File: src/rtl/irq_pending_collector.sv
// irq_pending_collector: sticky 16-line request collector feeding an external
// 16-bit priority encoder. It presents the encoder's winning index over a
// valid/ready handshake and clears the serviced bit on acceptance.
// Optional feature macro: IRQ_EDGE_DETECT_EN. When it is defined, only rising
// edges of the request lines set pending bits. When it is undefined, the
// request lines are level-sensitive.
module irq_pending_collector #(
  parameter logic [7:0] EMPTY_CODE = 8'hF0
) (
  input  logic       clk,
  input  logic       rst_n,
  input  logic [7:0] req_a,
  input  logic [7:0] req_b,
  input  logic       clr_all,
  output logic [7:0] pend_a,
  output logic [7:0] pend_b,
  input  logic [7:0] code_in,
  output logic       irq_valid,
  output logic [3:0] irq_code,
  input  logic       irq_ready,
  output logic       err
);

  typedef enum logic {
    IDLE    = 1'b0,
    PRESENT = 1'b1
  } state_t;

  state_t      state;
  state_t      state_next;
  logic [15:0] pending;
  logic [15:0] req_vec;
  logic [15:0] new_req;
  logic [15:0] clr_mask;
  logic        code_legal;
  logic        accept;

  assign req_vec    = {req_a, req_b};
  assign pend_a     = pending[15:8];
  assign pend_b     = pending[7:0];
  assign code_legal = (code_in < 8'd16);
  assign accept     = (state == PRESENT) && irq_ready;
  assign irq_valid  = (state == PRESENT);

`ifdef IRQ_EDGE_DETECT_EN
  logic [15:0] req_q;

  // Request history for rising-edge detection. It keeps updating through
  // clr_all, so a flush does not produce false edges afterwards.
  always_ff @(posedge clk) begin
    if (!rst_n) begin
      req_q <= '0;
    end else begin
      req_q <= req_vec;
    end
  end

  assign new_req = req_vec & ~req_q;
`else
  assign new_req = req_vec;
`endif

  // One-hot clear of the index being accepted in this cycle.
  always_comb begin
    clr_mask = '0;
    if (accept) begin
      clr_mask = 16'(1) << irq_code;
    end
  end

  // Pending mask. A set and a clear of the same bit in one cycle leave the bit set.
  always_ff @(posedge clk) begin
    if (!rst_n) begin
      pending <= '0;
    end else if (clr_all) begin
      pending <= '0;
    end else begin
      pending <= (pending & ~clr_mask) | new_req;
    end
  end

  // Handshake state register.
  always_ff @(posedge clk) begin
    if (!rst_n) begin
      state <= IDLE;
    end else begin
      state <= state_next;
    end
  end

  // Next-state logic. While an index is being presented, code_in is ignored.
  always_comb begin
    state_next = state;
    unique case (state)
      IDLE:    if (code_legal) state_next = PRESENT;
      PRESENT: if (irq_ready)  state_next = IDLE;
      default: state_next = IDLE;
    endcase
    if (clr_all) begin
      state_next = IDLE;
    end
  end

  // Winning index. It is captured only on entry to PRESENT and held otherwise.
  always_ff @(posedge clk) begin
    if (!rst_n) begin
      irq_code <= '0;
    end else if (!clr_all && (state == IDLE) && code_legal) begin
      irq_code <= code_in[3:0];
    end
  end

  // Sticky flag for an illegal encoder code seen in IDLE. Only reset clears it.
  always_ff @(posedge clk) begin
    if (!rst_n) begin
      err <= 1'b0;
    end else if ((state == IDLE) && !code_legal && (code_in != EMPTY_CODE)) begin
      err <= 1'b1;
    end
  end

endmodule

File: config.mk
export PLATFORM = sky130hd
export DESIGN_NAME = irq_pending_collector
export DESIGN_NICKNAME = d
export VERILOG_FILES = /design/src/rtl/irq_pending_collector.sv
export SDC_FILE = /design/constraint.sdc
export NUM_CORES = 1
export LEC_CHECK = 0
export ABC_AREA = 1
export CAP_MARGIN = 10
export CORE_MARGIN = 2
export CORE_UTILIZATION = 30
export CTS_CLUSTER_DIAMETER = 100
export DETAILED_ROUTE_END_ITERATION = 8
export GPL_ROUTABILITY_DRIVEN = 0
export PLACE_DENSITY = 0.6
export SYNTH_ARGS = -nofsm -noshare
export SYNTH_HDL_FRONTEND = slang
export SYNTH_SLANG_ARGS = --single-unit
File: constraint.sdc
create_clock -name clk -period 1.05 [get_ports clk]
set_input_delay 0.21 -clock clk [delete_from_list [all_inputs] [get_ports clk]]
set_output_delay 0.21 -clock clk [all_outputs]
set_load 0.01 [all_outputs]
### Word-level counts from Yosys, hierarchy flattened

Cells that the tools add are included.

* bits in registers: 22
* input bits: 28
* word-level logic and storage cells: 24

* magnitude comparators: 1
* equality and inequality tests: 1
* shifts and indexed selects: 1
* muxes and demuxes: 4
* bitwise logic cells: 5
* reduce and logical (&&, ||, !) cells: 8

Operator list (count)
* bitwise AND 16 bit: 1
* 2-to-1 mux 16 bit: 1
* NOT 16 bit: 1
* bitwise OR 16 bit: 1
* left shift 1 x 4 -> 16 bit, first input constant: 1
* < comparator 8 x 5 -> 1 bit, second input constant: 1
* != test 8 bit, second input constant: 1
* logical AND 1 bit: 5
* zero test 1 bit: 2
* 2-to-1 mux 1 bit: 2
* NOT 1 bit: 2
* one-hot mux 1 bit (2 select lines): 1
* OR reduction 2 bit: 1

### Logic depth before layout (Yosys ltp)

* word-level depth: 5
* depth in mapped cells: 5
* gate-level depth less buffers: 5

### Least setup slack after synthesis

Ideal clock, no wire load.

* path type: register to register
* start: reg state (netlist: irq_valid)
* end: reg pending[0]
* library setup time: 0.119 ns
* arrival time: 0.896 ns
* path slack: 0.036 ns
* stages on the path, launching flop included: 6
* path buffers: 0
* period minus slack after synthesis: 1.014 ns
* cells stage by stage: dfxtp_1 > nand2_1 > inv_2 > nand2_1 > o21ai_1 > a21oi_2

* longest elaborated chain between the ends: 5

Ends and longest elaborated chain
* start, declared: RTL line 29 `state_t state;`
* start signal, assigned: RTL line 87 `state <= state_next;`
* logical AND 1 bit: RTL line 42 `assign accept = (state == PRESENT) && irq_ready;`
* 2-to-1 mux 16 bit: RTL line 66 `if (accept) begin`
* NOT 16 bit: RTL line 78 `pending <= (pending & ~clr_mask) | new_req;`
* bitwise AND 16 bit: RTL line 78
* bitwise OR 16 bit: RTL line 78
* end signal, assigned: RTL line 78
* end, declared: RTL line 31 `logic [15:0] pending;`

No other way between the ends.
A chain may end at the register's enable or synchronous reset.

### Worst setup path in the final report

* start: reg irq_code[0]
* end: reg pending[2]

* longest elaborated chain between the ends: 5

Ends and longest elaborated chain
* start, declared: RTL line 19 `output logic [3:0] irq_code,`
* start signal, assigned: RTL line 109 `irq_code <= code_in[3:0];`
* left shift 1 x 4 -> 16 bit: RTL line 67 `clr_mask = 16'(1) << irq_code;`
* 2-to-1 mux 16 bit: RTL line 66
* NOT 16 bit: RTL line 78
* bitwise AND 16 bit: RTL line 78
* bitwise OR 16 bit: RTL line 78

No other way between the ends.

==> metrics.md <==
| Metric | Value |
|---|---|
| Status | `finished, final reports clean` |
| Die Y-Extent | `60.0 µm` |
| Final Core Density | `52.4%` |
| Crit Path Max Fanout | `6` |
| Cells after Synth | `122` |
| Design area | `1590 µm²` |
| Netlist cell types | `14` |
| Arrival @ worst endpoint | `1240 ps` |
| Final wirelength | `2710 µm` |
| CP required | `1260 ps` |
| Grt ovf | `0` |
| Pre-CTS setup slack | `-392 ps` |
| Syn Area/Cell | `7.70 µm²` |
| Routed via count | `1008` |
| Row count | `20` |
| Fin Clk Skew | `1.29 ps` |
| CTS tree | `yes` |
| Slew HR | `88.5%` |
| Cell total after placement | `224` |
| Layout cells sized above 1 | `49.7%` |
| Endpoints failing hold | `0` |
| Mapped cell area | `940 µm²` |
| I/O Buffers | `49` |
| Layout area overhead | `68.8%` |
| Worst Hold Depth | `3` |
| Max Buffers Root-to-Sink | `2` |
| Die X | `60.0 µm` |
| Core area | `3030 µm²` |
| CTS root buffer | `clkbuf_4` |
| Drt pass-1 iters | `4` |
| Worst Max-Slew Pin Slew | `172 ps` |
| Total Nets Final | `214` |
| Die ar. | `3600 µm²` |
| Placed cell area | `1540 µm²` |
| First-pass GRT wire length | `4230 µm` |
| Top-Level Pins | `50` |
| Power Density | `1050 nW/µm²` |
| Via-per-instance ratio | `4.40` |
| Clk sinks | `22` |
| Period utilisation layout | `98.2%` |
| Setup TNS | `0 ps` |
| Vias in the first global route | `1020` |
| Unrepaired setup endpoints after global routing | `true` |
| YS warnings | `0` |
| Pin count of the biggest net entering global routing | `13` |
| Initial antenna violation count | `0` |
| Setup Viol. Count Final | `0` |
| WL/cell | `11.8 µm` |
| Fin. max-slew vios | `0` |
| Synthesized flop and latch total | `22` |
| # DRC | `0` |
| Highest clock rate | `970 MHz` |
| Reg2reg setup slack | `20 ps` |
| FF-to-FF path depth | `5` |
| Final non-filler cell total | `229` |
| PnR worst setup slack | `19.2 ps` |
| Detailed Place HPWL | `2080 µm` |
| CP Capture Type | `flip-flop` |
| Drt initial violations | `19` |
| # diodes | `0` |
| H-tree Lvls | `1` |
| GRT Resource Usage Total | `15.5%` |
| Starting density of the core | `31.0%` |
| VDD IR max | `0.348 mV` |
| Clk_lat worst skew | `300 ps` |
| Kind of critical path | `flip-flop to flip-flop` |
| Seq/Total Area, Yosys | `46.9%` |
| Max Cap Viol | `0` |
| Worst min-delay path class | `input pin to flip-flop` |
| Clock transition at path regs | `120 ps` |
| Total CTS buffers | `3` |
| Leak pwr | `0.747 nW` |
| Antenna Nets Post-Route | `0` |
| Crit start category | `flip-flop` |
| Synthesized netlist net count | `150` |
| Min cycle time layout | `1030 ps` |
==> through the flow <==
stage	total power [mW]	hold slack, ps
detailed placement	1.22	452
CTS	1.67	424
global route	1.73	171
floorplan	1.02	315
global placement	1.22	446
finish	1.67	171
==> metal layers <==
layer,up-vias,GRT usage [%],part of all wire [%]
met4,0,6.67,0.30
met5,-,0,0
met1,454,18.3,44
met2,34,27.3,49
li1,518,-,-
met3,2,2.81,6.2
==> registers in the layout, indices dropped and copies added, names as in the netlist <==
register,count
err,1
pending,16
irq_valid,1
irq_code,4
==> cells by family after synthesis <==
| logic type | share of synthesized area, % |
|---|---|
| simple gates | 18.5 |
| compound gates | 22.1 |
| buf+inv | 12.5 |
| flops | 46.9 |
==> cell type report <==
cell class                      count  area, µm²
Inverter                           23       86.3
Tap cell                           44       55.1
Clock buffer                        4       36.3
Multi-Input combinational cell     75        458
Fill cell                         308       1440
Sequential cell                    22        468
Timing Repair Buffer               61        483
==> power breakdown <==
group | leakage [nW] | total, mW | internal, mW | switching (mW)
combinational | 0.537 | 0.306 | 0.172 | 0.134
clock | 0.0210 | 0.464 | 0.212 | 0.252
sequential | 0.189 | 0.896 | 0.877 | 0.0189
==> timing repair <==
item	4_1_cts	5_1_grt
resized for setup	114	23
setup endpoints to repair	35	22
setup buffers	1	0
hold buffers	0	0
pin swaps	0	4
==> layout by cell type, fill, tap and decap left out, types with 3 or more instances in the layout <==
cell type and count:
inv_2 4, a21oi_1 8, buf_2 21, buf_4 11, clkdlybuf4s50_1 26, clkbuf_4 3, nand3_1 6, inv_1 19
o21ai_1 9, nand2_1 14, o21ai_2 7, a21oi_2 10, nor2_1 10, dfxtp_2 22, nor2_2 4
==> worst max-delay path, stage by stage, from the launching register on <==
cell     delay (ps)
dfxtp_2         340
buf_4           150
inv_1           100
nand3_1         120
o21ai_1         160
a21oi_2          60
==> worst paths after layout <==
path,from,end
max,irq_code[0]$_SDFFE_PN0P_,pending[2]$_SDFF_PP0_
min,rst_n,err$_SDFFE_PN0P_
max reg2reg,irq_code[0]$_SDFFE_PN0P_,pending[2]$_SDFF_PP0_
min reg2reg,pending[4]$_SDFF_PP0_,pending[4]$_SDFF_PP0_
==> cell usage after synthesis, drive strengths merged <==
library cell | number | area, µm²
inv | 23 | 86.3
dfxtp | 22 | 440
a21oi | 18 | 128
o21ai | 16 | 80.1
nand2 | 15 | 56.3
nor2 | 15 | 56.3
nand3 | 9 | 45.0
buf | 2 | 31.3
nor3 | 1 | 10.0
or2 | 1 | 6.26
No activity file was read; power rests on OpenSTA's default activity.
